## src/rtl/ysyx_23060075_idu.sv

```systemverilog
// ============================================================================
// Module      : ysyx_23060075_idu
// Description : Instruction decode stage. Accepts a fetched instruction over
//               a valid/ready handshake, decodes RV32I + Zicsr/privileged
//               subset into a registered bundle, and presents it downstream
//               over a second valid/ready handshake.
//               Optional feature macro: YSYX_23060075_ILLEGAL_TRAP_EN
//               (defined: unsupported encodings raise ill_inst and trap via
//               mtvec; undefined: they decode as a nop).
// Revision    : 1.0 - initial release
// ============================================================================
`default_nettype none

module ysyx_23060075_idu #(
    parameter int XLEN      = 32,
    parameter int RF_ADDR_W = 5
) (
    input  logic                 clk,
    input  logic                 rst,
    input  logic                 valid_1,
    output logic                 ready_1,
    output logic                 valid_2,
    input  logic                 ready_2,
    input  logic [XLEN-1:0]      inst_in,
    input  logic [XLEN-1:0]      pc_in,
    input  logic [XLEN-1:0]      snpc_in,
    output logic [XLEN-1:0]      pc,
    output logic [XLEN-1:0]      snpc,
    output logic [RF_ADDR_W-1:0] rs1_addr,
    output logic [RF_ADDR_W-1:0] rs2_addr,
    output logic [RF_ADDR_W-1:0] rd_addr,
    output logic [XLEN-1:0]      imm,
    output logic [3:0]           alu_op,
    output logic                 alu_a_sel,
    output logic                 alu_b_sel,
    output logic                 rf_wen,
    output logic [1:0]           wb_sel,
    output logic                 mem_r_en,
    output logic                 mem_w_en,
    output logic [2:0]           mem_funct3,
    output logic                 branch,
    output logic [2:0]           dnpc_mux_sel,
    output logic [11:0]          csr_addr,
    output logic [1:0]           csr_op,
    output logic                 ecall,
    output logic                 ebreak,
    output logic                 mret,
    output logic                 ill_inst,
    output logic [31:0]          dec_cnt
);

    localparam logic [6:0] c_op_lui    = 7'b0110111;
    localparam logic [6:0] c_op_auipc  = 7'b0010111;
    localparam logic [6:0] c_op_jal    = 7'b1101111;
    localparam logic [6:0] c_op_jalr   = 7'b1100111;
    localparam logic [6:0] c_op_branch = 7'b1100011;
    localparam logic [6:0] c_op_load   = 7'b0000011;
    localparam logic [6:0] c_op_store  = 7'b0100011;
    localparam logic [6:0] c_op_opimm  = 7'b0010011;
    localparam logic [6:0] c_op_op     = 7'b0110011;
    localparam logic [6:0] c_op_system = 7'b1110011;

    localparam logic [3:0] c_alu_add  = 4'd0;
    localparam logic [3:0] c_alu_sub  = 4'd1;
    localparam logic [3:0] c_alu_sll  = 4'd2;
    localparam logic [3:0] c_alu_slt  = 4'd3;
    localparam logic [3:0] c_alu_sltu = 4'd4;
    localparam logic [3:0] c_alu_xor  = 4'd5;
    localparam logic [3:0] c_alu_srl  = 4'd6;
    localparam logic [3:0] c_alu_sra  = 4'd7;
    localparam logic [3:0] c_alu_or   = 4'd8;
    localparam logic [3:0] c_alu_and  = 4'd9;
    localparam logic [3:0] c_alu_passb = 4'd10;

    typedef enum logic [0:0] {
        S_IDLE = 1'b0,
        S_FULL = 1'b1
    } state_t;

    state_t r_state;

    logic [6:0]      w_opcode;
    logic [2:0]      w_funct3;
    logic [6:0]      w_funct7;
    logic [XLEN-1:0] w_imm_i, w_imm_s, w_imm_b, w_imm_u, w_imm_j;

    logic            w_legal;
    logic [XLEN-1:0] w_imm;
    logic [3:0]      w_alu_op;
    logic            w_alu_a_sel, w_alu_b_sel, w_rf_wen;
    logic [1:0]      w_wb_sel;
    logic            w_mem_r_en, w_mem_w_en, w_branch;
    logic [2:0]      w_mem_funct3, w_dnpc_mux_sel;
    logic [1:0]      w_csr_op;
    logic            w_ecall, w_ebreak, w_mret;
    logic            w_accept, w_handoff;

    assign w_opcode = inst_in[6:0];
    assign w_funct3 = inst_in[14:12];
    assign w_funct7 = inst_in[31:25];

    assign w_imm_i = {{(XLEN-12){inst_in[31]}}, inst_in[31:20]};
    assign w_imm_s = {{(XLEN-12){inst_in[31]}}, inst_in[31:25], inst_in[11:7]};
    assign w_imm_b = {{(XLEN-12){inst_in[31]}}, inst_in[7], inst_in[30:25], inst_in[11:8], 1'b0};
    assign w_imm_u = {{(XLEN-32){inst_in[31]}}, inst_in[31:12], 12'b0};
    assign w_imm_j = {{(XLEN-20){inst_in[31]}}, inst_in[19:12], inst_in[20], inst_in[30:21], 1'b0};

    assign ready_1   = (r_state == S_IDLE);
    assign valid_2   = (r_state == S_FULL);
    assign w_accept  = valid_1 && ready_1;
    assign w_handoff = valid_2 && ready_2;

    // Combinational decode of the incoming instruction; registered on accept.
    always_comb begin
        w_legal        = 1'b1;
        w_imm          = '0;
        w_alu_op       = c_alu_add;
        w_alu_a_sel    = 1'b0;
        w_alu_b_sel    = 1'b0;
        w_rf_wen       = 1'b0;
        w_wb_sel       = 2'd0;
        w_mem_r_en     = 1'b0;
        w_mem_w_en     = 1'b0;
        w_mem_funct3   = 3'd0;
        w_branch       = 1'b0;
        w_dnpc_mux_sel = 3'd0;
        w_csr_op       = 2'd0;
        w_ecall        = 1'b0;
        w_ebreak       = 1'b0;
        w_mret         = 1'b0;
        case (w_opcode)
            c_op_lui: begin
                w_imm = w_imm_u; w_alu_op = c_alu_passb; w_alu_b_sel = 1'b1; w_rf_wen = 1'b1;
            end
            c_op_auipc: begin
                w_imm = w_imm_u; w_alu_a_sel = 1'b1; w_alu_b_sel = 1'b1; w_rf_wen = 1'b1;
            end
            c_op_jal: begin
                w_imm = w_imm_j; w_dnpc_mux_sel = 3'd1; w_wb_sel = 2'd2; w_rf_wen = 1'b1;
            end
            c_op_jalr: begin
                w_legal = (w_funct3 == 3'b000);
                w_imm = w_imm_i; w_alu_b_sel = 1'b1; w_dnpc_mux_sel = 3'd2;
                w_wb_sel = 2'd2; w_rf_wen = 1'b1;
            end
            c_op_branch: begin
                w_legal = (w_funct3[2:1] != 2'b01);
                w_imm = w_imm_b; w_branch = 1'b1; w_mem_funct3 = w_funct3;
                case (w_funct3[2:1])
                    2'b00:   w_alu_op = c_alu_sub;
                    2'b10:   w_alu_op = c_alu_slt;
                    default: w_alu_op = c_alu_sltu;
                endcase
            end
            c_op_load: begin
                w_legal = (w_funct3 != 3'b011) && (w_funct3 != 3'b110) && (w_funct3 != 3'b111);
                w_imm = w_imm_i; w_alu_b_sel = 1'b1; w_mem_r_en = 1'b1;
                w_mem_funct3 = w_funct3; w_wb_sel = 2'd1; w_rf_wen = 1'b1;
            end
            c_op_store: begin
                w_legal = (w_funct3[2] == 1'b0) && (w_funct3 != 3'b011);
                w_imm = w_imm_s; w_alu_b_sel = 1'b1; w_mem_w_en = 1'b1; w_mem_funct3 = w_funct3;
            end
            c_op_opimm, c_op_op: begin
                w_rf_wen = 1'b1;
                w_alu_b_sel = (w_opcode == c_op_opimm);
                w_imm = (w_opcode == c_op_opimm) ? w_imm_i : '0;
                case (w_funct3)
                    3'b000: w_alu_op = (w_opcode == c_op_op && inst_in[30]) ? c_alu_sub : c_alu_add;
                    3'b001: w_alu_op = c_alu_sll;
                    3'b010: w_alu_op = c_alu_slt;
                    3'b011: w_alu_op = c_alu_sltu;
                    3'b100: w_alu_op = c_alu_xor;
                    3'b101: w_alu_op = inst_in[30] ? c_alu_sra : c_alu_srl;
                    3'b110: w_alu_op = c_alu_or;
                    default: w_alu_op = c_alu_and;
                endcase
                // Only the shifts (op-imm) or add/sub/shifts (op) carry a funct7.
                if (w_opcode == c_op_op || w_funct3 == 3'b001 || w_funct3 == 3'b101) begin
                    w_legal = (w_funct7 == 7'b0) ||
                              (w_funct7 == 7'b0100000 && w_funct3 == 3'b101) ||
                              (w_funct7 == 7'b0100000 && w_funct3 == 3'b000 && w_opcode == c_op_op);
                end
            end
            c_op_system: begin
                case (w_funct3)
                    3'b000: begin
                        w_ecall  = (inst_in == 32'h0000_0073);
                        w_ebreak = (inst_in == 32'h0010_0073);
                        w_mret   = (inst_in == 32'h3020_0073);
                        w_legal  = w_ecall || w_ebreak || w_mret;
                        w_dnpc_mux_sel = w_ecall ? 3'd3 : (w_mret ? 3'd4 : 3'd0);
                    end
                    3'b001: begin w_csr_op = 2'd1; w_wb_sel = 2'd3; w_rf_wen = 1'b1; end
                    3'b010: begin w_csr_op = 2'd2; w_wb_sel = 2'd3; w_rf_wen = 1'b1; end
                    default: w_legal = 1'b0;
                endcase
            end
            default: w_legal = 1'b0;
        endcase
        // Writes to x0 are architecturally discarded.
        if (inst_in[11:7] == 5'd0) begin
            w_rf_wen = 1'b0;
        end
        if (!w_legal) begin
            w_rf_wen   = 1'b0;
            w_mem_r_en = 1'b0;
            w_mem_w_en = 1'b0;
            w_csr_op   = 2'd0;
            w_branch   = 1'b0;
            w_ecall    = 1'b0;
            w_ebreak   = 1'b0;
            w_mret     = 1'b0;
`ifdef YSYX_23060075_ILLEGAL_TRAP_EN
            w_dnpc_mux_sel = 3'd3;
`else
            w_dnpc_mux_sel = 3'd0;
`endif
        end
    end

    // Handshake FSM: IDLE accepts from IFU, FULL offers the bundle downstream.
    always_ff @(posedge clk) begin
        if (rst) begin
            r_state <= S_IDLE;
        end else if (r_state == S_IDLE) begin
            if (w_accept) r_state <= S_FULL;
        end else begin
            if (w_handoff) r_state <= S_IDLE;
        end
    end

    // Bundle register: captured on accept, held through backpressure and IDLE.
    always_ff @(posedge clk) begin
        if (rst) begin
            pc <= '0; snpc <= '0; rs1_addr <= '0; rs2_addr <= '0; rd_addr <= '0;
            imm <= '0; alu_op <= '0; alu_a_sel <= 1'b0; alu_b_sel <= 1'b0;
            rf_wen <= 1'b0; wb_sel <= '0; mem_r_en <= 1'b0; mem_w_en <= 1'b0;
            mem_funct3 <= '0; branch <= 1'b0; dnpc_mux_sel <= '0; csr_addr <= '0;
            csr_op <= '0; ecall <= 1'b0; ebreak <= 1'b0; mret <= 1'b0;
        end else if (w_accept) begin
            pc           <= pc_in;
            snpc         <= snpc_in;
            rs1_addr     <= inst_in[15 +: RF_ADDR_W];
            rs2_addr     <= inst_in[20 +: RF_ADDR_W];
            rd_addr      <= inst_in[7 +: RF_ADDR_W];
            imm          <= w_imm;
            alu_op       <= w_alu_op;
            alu_a_sel    <= w_alu_a_sel;
            alu_b_sel    <= w_alu_b_sel;
            rf_wen       <= w_rf_wen;
            wb_sel       <= w_wb_sel;
            mem_r_en     <= w_mem_r_en;
            mem_w_en     <= w_mem_w_en;
            mem_funct3   <= w_mem_funct3;
            branch       <= w_branch;
            dnpc_mux_sel <= w_dnpc_mux_sel;
            csr_addr     <= inst_in[31:20];
            csr_op       <= w_csr_op;
            ecall        <= w_ecall;
            ebreak       <= w_ebreak;
            mret         <= w_mret;
        end
    end

`ifdef YSYX_23060075_ILLEGAL_TRAP_EN
    // Illegal-instruction flag captured alongside the bundle.
    always_ff @(posedge clk) begin
        if (rst) begin
            ill_inst <= 1'b0;
        end else if (w_accept) begin
            ill_inst <= !w_legal;
        end
    end
`else
    assign ill_inst = 1'b0;
`endif

    // Count bundles handed downstream; wraps naturally at 2^32.
    always_ff @(posedge clk) begin
        if (rst) begin
            dec_cnt <= '0;
        end else if (w_handoff) begin
            dec_cnt <= dec_cnt + 32'd1;
        end
    end

endmodule

`default_nettype wire

```

## config.mk

```make
export PLATFORM = sky130hd
export DESIGN_NAME = ysyx_23060075_idu
export DESIGN_NICKNAME = d
export VERILOG_FILES = /design/src/rtl/ysyx_23060075_idu.sv
export SDC_FILE = /design/constraint.sdc
export NUM_CORES = 1
export LEC_CHECK = 0
export CAP_MARGIN = 20
export CORE_AREA = 2 2 138 140
export CTS_CLUSTER_SIZE = 20
export DETAILED_ROUTE_END_ITERATION = 10
export DIE_AREA = 0 0 140 142
export MAX_ROUTING_LAYER = met4
export PLACE_DENSITY_LB_ADDON = 0.15
export RECOVER_POWER = 100
export SLEW_MARGIN = 15
export SYNTH_ARGS = -nofsm -noshare
export SYNTH_HDL_FRONTEND = slang
export SYNTH_SLANG_ARGS = --single-unit
```

## constraint.sdc

```tcl
create_clock -name clk -period 2.6 [get_ports clk]
set_clock_uncertainty 0.2 [all_clocks]
set_input_delay 0.52 -clock clk [delete_from_list [all_inputs] [get_ports clk]]
set_output_delay 0.52 -clock clk [all_outputs]
set_load 0.01 [all_outputs]
```

==> impl_metrics.tcl, run 1 <==
set metrics [dict create \
    row_count 50 \
    postCtsSetupBuffers 0 \
    violations "design-rule violations, max-capacitance violations, max-slew violations" \
    pwr-share-comb_pct 13.0 \
    hpwl_microns 17900 \
    critical_path_required_ps 2720 \
    worstSetupPathType "primary input to register" \
    num-fill-cells 1698 \
    cts_tree "yes" \
    ys.flop_type "dfxtp_1" \
    rrSetupSlack_ps 260 \
    clock.fmax_mhz 411 \
    initial_core_util_pct 39.2 \
    synth.largest_area_cell "dfxtp_1" \
    final_cell_area_sq_mm 0.0112 \
    diodes 0 \
    cts_repair_resize_count 0 \
    portBuffers 279 \
    setup_viol 0 \
    core_area_sq_mm 0.0185 \
    endpoint "rf_wen$_SDFFE_PP0P_" \
    wire_per_inst_microns 16.8 \
    grt_pass1_wl_microns 37700 \
    netlist_area_sq_mm 0.00723 \
    clkTransAtPathRegs_ps 70 \
    ir_worst_vdd_mv 0.441 \
    rsz0062_at_grt "no" \
    status "finished with violations" \
    drv_cap 1 \
    synth_cells 889 \
    maxSlewViolCount 83 \
    antenna_left 0 \
    hold_class "primary input to register" \
    crit_path_start "inst_in[3]" \
    intPower_uw 4640 \
    async_reset_ff_share_pct 0 \
    max_slew_margin_pct -12.3 \
    path_max_fanout 4 \
    synth-seq-cells 174 \
    drt_iter0_drc 407 \
    io-pin-count 281 \
    cts_hold_buf 0 \
    clk_path_buf_depth 2 \
    worstRegToRegCells 5 \
    vias 7368 \
    synth_nets 990 \
    synthDistinctLibCells 60 \
    antenna_found_initial 0 \
    clk_latency_ps 420 \
    p_seq_share_pct 44.9 \
    r2r-start "dec_cnt[11]$_SDFFE_PP0P_" \
    r2r-end "dec_cnt[25]$_SDFFE_PP0P_" \
    die_h_microns 142 \
    overflow 0 \
    worst_pin_slew_ps 1680 \
    period_needed_ps 2430 \
    numCtsBuffers 17 \
    die_w_microns 140 \
    cts-root-buf "clkbuf_16" \
    end_kind "register" \
    wl_microns 24300 \
    seq_area_frac_synth_pct 48.2 \
    yosys.area.top_type_share_pct 48.2 \
    whs_ps 223 \
    p_per_area_mw_per_mm2 556 \
    fin_nets 1300 \
    first_global_vias 7060 \
    htree_num_levels 4 \
    grt_util_all_layers_pct 24.6 \
    grt_max_degree 83 \
    fin_crit_sh_pct 93.5 \
    total_power_uw 6220 \
    leakage_uw 0.00485 \
    hold_viol_final 0 \
    syn_avg_cell_area_sq_um 8.13 \
    ys_warn_count 0 \
    sw_frac_of_total_pct 25.4 \
    dr.pass1.iters 10 \
    layout-drive-gt1-share_pct 10.1 \
    crit_arrival_ps 2550 \
    synthTopCellsByArea "dfxtp_1 48%, nand2_1 11%, a21oi_1 7.3%" \
    drcViolationCount 21 \
    place_area_sq_mm 0.0107 \
    routabilityCongestion 0.949 \
    synth-edff-count 0 \
    p_clk_share_pct 42.1 \
    critPathLaunchType "primary input" \
    synthToLayoutAreaGrowth_pct 54.8 \
    viasPerCell 5.10 \
    cts.sinks 174 \
    p_sw_uw 1580 \
    dieArea_sq_mm 0.0199 \
]
## cells in the mapped netlist (4+ instances only)
cell type and count:
nand3_1 13, a22o_1 7, nand2_1 211, or3_1 7, nor3_1 8, nor4_1 5
inv_1 11, nor2_1 89, clkbuf_1 49, a21oi_1 106, nand4_1 12, and3_1 7
buf_2 10, o21ai_0 19, xnor2_1 9, a32oi_1 4, dfxtp_1 174, xor2_1 16
and4_1 5, a21o_1 19, buf_4 9, a22oi_1 36, nand2b_1 5
## how the worst min path moves through the flow
stage | startpoint | end | cells after the start
floorplan | ebreak$_SDFFE_PP0P_ | ebreak$_SDFFE_PP0P_ | 2
global placement | snpc[29]$_SDFFE_PP0P_ | snpc[29]$_SDFFE_PP0P_ | 2
detailed placement | imm[31]$_SDFFE_PP0P_ | imm[31]$_SDFFE_PP0P_ | 2
CTS | rst | wb_sel[0]$_SDFFE_PP0P_ | 2
global route | pc[22]$_SDFFE_PP0P_ | pc[22]$_SDFFE_PP0P_ | 2
finish | rst | wb_sel[0]$_SDFFE_PP0P_ | 2
## layout by cell type, fill, tap and decap left out, types with 4 or more instances in the layout
cell type / synthesis / layout
buf_4: 9 / 73
a32oi_1: 4 / 4
and4_1: 5 / 5
nor3_2: 3 / 4
a21oi_1: 106 / 106
a22o_1: 7 / 7
nand3_1: 13 / 14
nor2_1: 89 / 89
nand2b_1: 5 / 6
or3_1: 7 / 7
clkbuf_16: 0 / 17
o21ai_0: 19 / 19
xnor2_1: 9 / 9
and3_1: 7 / 8
clkbuf_1: 49 / 5
a22oi_1: 36 / 36
nor4_1: 5 / 6
a21o_1: 19 / 19
nand2_1: 211 / 210
dfxtp_1: 174 / 174
inv_1: 11 / 11
nand4_1: 12 / 14
xor2_1: 16 / 16
dlygate4sd3_1: 0 / 182
nor3_1: 8 / 8
clkdlybuf4s50_1: 0 / 96
## sequential cells by signal, summed over array words and instances (netlist names), 2 cells and up
| register | count |
|---|---|
| rd_addr | 5 |
| wb_sel | 2 |
| csr_op | 2 |
| pc | 32 |
| alu_op | 4 |
| imm | 32 |
| rs1_addr | 5 |
| dnpc_mux_sel | 3 |
| snpc | 32 |
| dec_cnt | 32 |
| csr_addr | 8 |
| mem_funct3 | 3 |
| rs2_addr | 4 |
## worst max-delay path: stages
cell and delay [ps]:
dlygate4sd3_1 580, and3b_1 240, and3_1 180, nand2b_1 250, o31ai_4 300, nand3_1 190
a32o_1 280
## power by group through the flow
stage	sequential [uW]	clock, uW	combinational (uW)
3_3_place_gp	2860	0	849
4_1_cts	2800	2680	854
2_1_floorplan	2900	0	291
5_1_grt	2800	2800	875
3_5_place_dp	2860	0	850
6_report	2790	2620	806
## routing by layer
layer | GRT usage, % | wire [microns] | vias to the layer above | part of all wire, %
met1 | 30.5 | 10500 | 3439 | 43
met2 | 39.8 | 11500 | 246 | 48
met5 | - | 0 | - | 0
li1 | - | - | 3652 | -
met3 | 5.62 | 1690 | 31 | 6.9
met4 | 8.13 | 555 | 0 | 2.3
## per-stage QoR
stage | util [%] | TNS, ps | setup WS (ps) | instances
floorplan | - | 0 | 476 | 889
global placement | 57.8 | -418 | -55.6 | 1414
detailed placement | 57.8 | -1330 | -114 | 1414
CTS | 61.1 | 0 | 307 | 1446
global route | 60.6 | 0 | 82.7 | 1446
finish | 60.6 | 0 | 170 | 1446
## cell families (layout without fill, tap and decap cells)
group                    after synthesis  in the layout  share of synthesized area, %
other                                  1              1                        0.0519
buffers and inverters                 83            406                          5.16
AO/OA/AOI/OAI                        217            217                          18.8
flip-flops                           174            174                          48.2
multiplexers                           1              1                         0.139
AND/OR/NAND/NOR                      387            387                          24.4
XOR/XNOR                              25             25                          3.03
adder cells (fa/ha/maj)                1              1                         0.173
## area by class of cell
type,instances,area (sq um),area share (%)
flip-flops and latches,174,3480,31.1
repair buffers,363,3430,30.7
multi-input cells,632,3330,29.8
clock buffers,19,453,4.05
well taps,234,293,2.62
clock inverters,13,153,1.36
inverters,11,41.3,0.369
No activity file was read; power rests on OpenSTA's default activity.
==> inputs of run 2 (changes only) <==
==> constraint.sdc (replaced) <==
create_clock -name clk -period 2.6 [get_ports clk]
set_clock_uncertainty 0.2 [all_clocks]
set_input_delay 0.52 -clock clk [delete_from_list [all_inputs] [get_ports clk]]
set_output_delay 0.52 -clock clk [all_outputs]
set_load 0.05 [all_outputs]
==> impl_metrics.tcl, run 2 (synthesized netlist as in run 1, its figures left out) <==
set metrics [dict create \
    overflow 0 \
    io-pin-count 281 \
    antenna_found_initial 0 \
    period_needed_ps 2500 \
    met1_length_microns 10500 \
    crit_arrival_ps 1780 \
    diodes 0 \
    clock.fmax_mhz 399 \
    postCtsSetupBuffers 0 \
    grt_util_all_layers_pct 24.6 \
    critical_path_required_ps 1880 \
    hold_class "primary input to register" \
    viasPerCell 5.08 \
    clkTransAtPathRegs_ps 70 \
    row_count 50 \
    layout_setup_ws_ps 95.2 \
    leakage_uw 0.00486 \
    dieArea_sq_mm 0.0199 \
    whs_ps 221 \
    final_cell_area_sq_mm 0.0112 \
    grt_max_degree 83 \
    wire_per_inst_microns 16.8 \
    portBuffers 279 \
    route.met3.wl_microns 1680 \
    drcViolationCount 21 \
    place_area_sq_mm 0.0107 \
    dp.cells 1414 \
    final_cell_mix "210 x nand2_1, 180 x dlygate4sd3_1, 174 x dfxtp_1" \
    hpwl_microns 17900 \
    cp_slowest_cell "clkdlybuf4s50_1" \
    grt_pass1_wl_microns 37700 \
    clk_path_buf_depth 2 \
    worst_pin_slew_ps 1680 \
    die_h_microns 142 \
    wl_microns 24200 \
    worstPathCellList "inv_1 -> clkdlybuf4s50_1" \
    hold_viol_final 0 \
    total_power_uw 6500 \
    numCtsBuffers 17 \
    fin_nets 1300 \
    top_layer "met4" \
    layout_commonest_cell "nand2_1" \
    maxSlewViolCount 83 \
    status "finished with violations" \
    p_per_area_mw_per_mm2 582 \
    dr.pass1.iters 9 \
    finalNonFillerCells 1446 \
    wl_met2_microns 11500 \
    synthToLayoutAreaGrowth_pct 54.6 \
    core_area_sq_mm 0.0185 \
    layout-drive-gt1-share_pct 10.1 \
    rsz0062_at_grt "no" \
    cts_tree "yes" \
    path_max_fanout 6 \
    clk_latency_ps 420 \
    cts-root-buf "clkbuf_16" \
    cts_hold_buf 0 \
    max_slew_margin_pct -11.7 \
    first_global_vias 7060 \
    setup_viol 0 \
    cts_repair_resize_count 0 \
    vias 7352 \
    violations "design-rule violations, max-capacitance violations, max-slew violations" \
    end_kind "primary output" \
    dp_slack_ps -114 \
    htree_num_levels 4 \
    cpPeakStageDelay_ps 860 \
    cts.sinks 174 \
    die_w_microns 140 \
    routabilityCongestion 0.949 \
    critPathLaunchType "register" \
    antenna_left 0 \
    ir_worst_vdd_mv 0.444 \
    worstSetupPathType "register to primary output" \
    drv_cap 1 \
    initial_core_util_pct 39.2 \
    drt_iter0_drc 416 \
    fin_crit_sh_pct 96.3 \
]
run 2: stage by stage:
step / setup TNS, ps / util (%)
after global routing: 0 / 60.5
after detailed placement: -1330 / 57.8
after CTS: 0 / 61.1
after global placement: -418 / 57.8
final: 0 / 60.5
after floorplan: 0 / -
run 2: metal layers:
layer  track usage (%)  vias up
met2              39.8      243
met5                 -        -
li1                  -     3654
met4              8.13        0
met1              30.5     3423
met3              5.62       32
run 2: worst paths after layout:
check,from,endpoint,slack [ps],cells after the start
setup / recovery,valid_2$_SDFF_PP0_,ready_1,100,2
hold / removal,rst,wb_sel[0]$_SDFFE_PP0P_,220,2
setup reg to reg,dec_cnt[11]$_SDFFE_PP0P_,dec_cnt[25]$_SDFFE_PP0P_,250,5
hold reg to reg,imm[31]$_SDFFE_PP0P_,imm[31]$_SDFFE_PP0P_,250,2
run 2: power breakdown:
group | internal [uW] | total, uW | switching (uW)
logic | 395 | 1080 | 689
clock network | 1490 | 2620 | 1130
registers | 2750 | 2790 | 41.2
run 2: final cells by class:
class	count	area (sq um)
multi-input cells	632	3310
clock buffers	19	453
well taps	234	293
clock inverters	13	153
repair buffers	363	3430
fillers	1701	7290
flip-flops and latches	174	3480
inverters	11	41.3
run 2: worst max-delay path: cells and delay by family (launching register included):
family	cells	cell delay, ps
buffers and inverters	2	1000
DFF	1	360
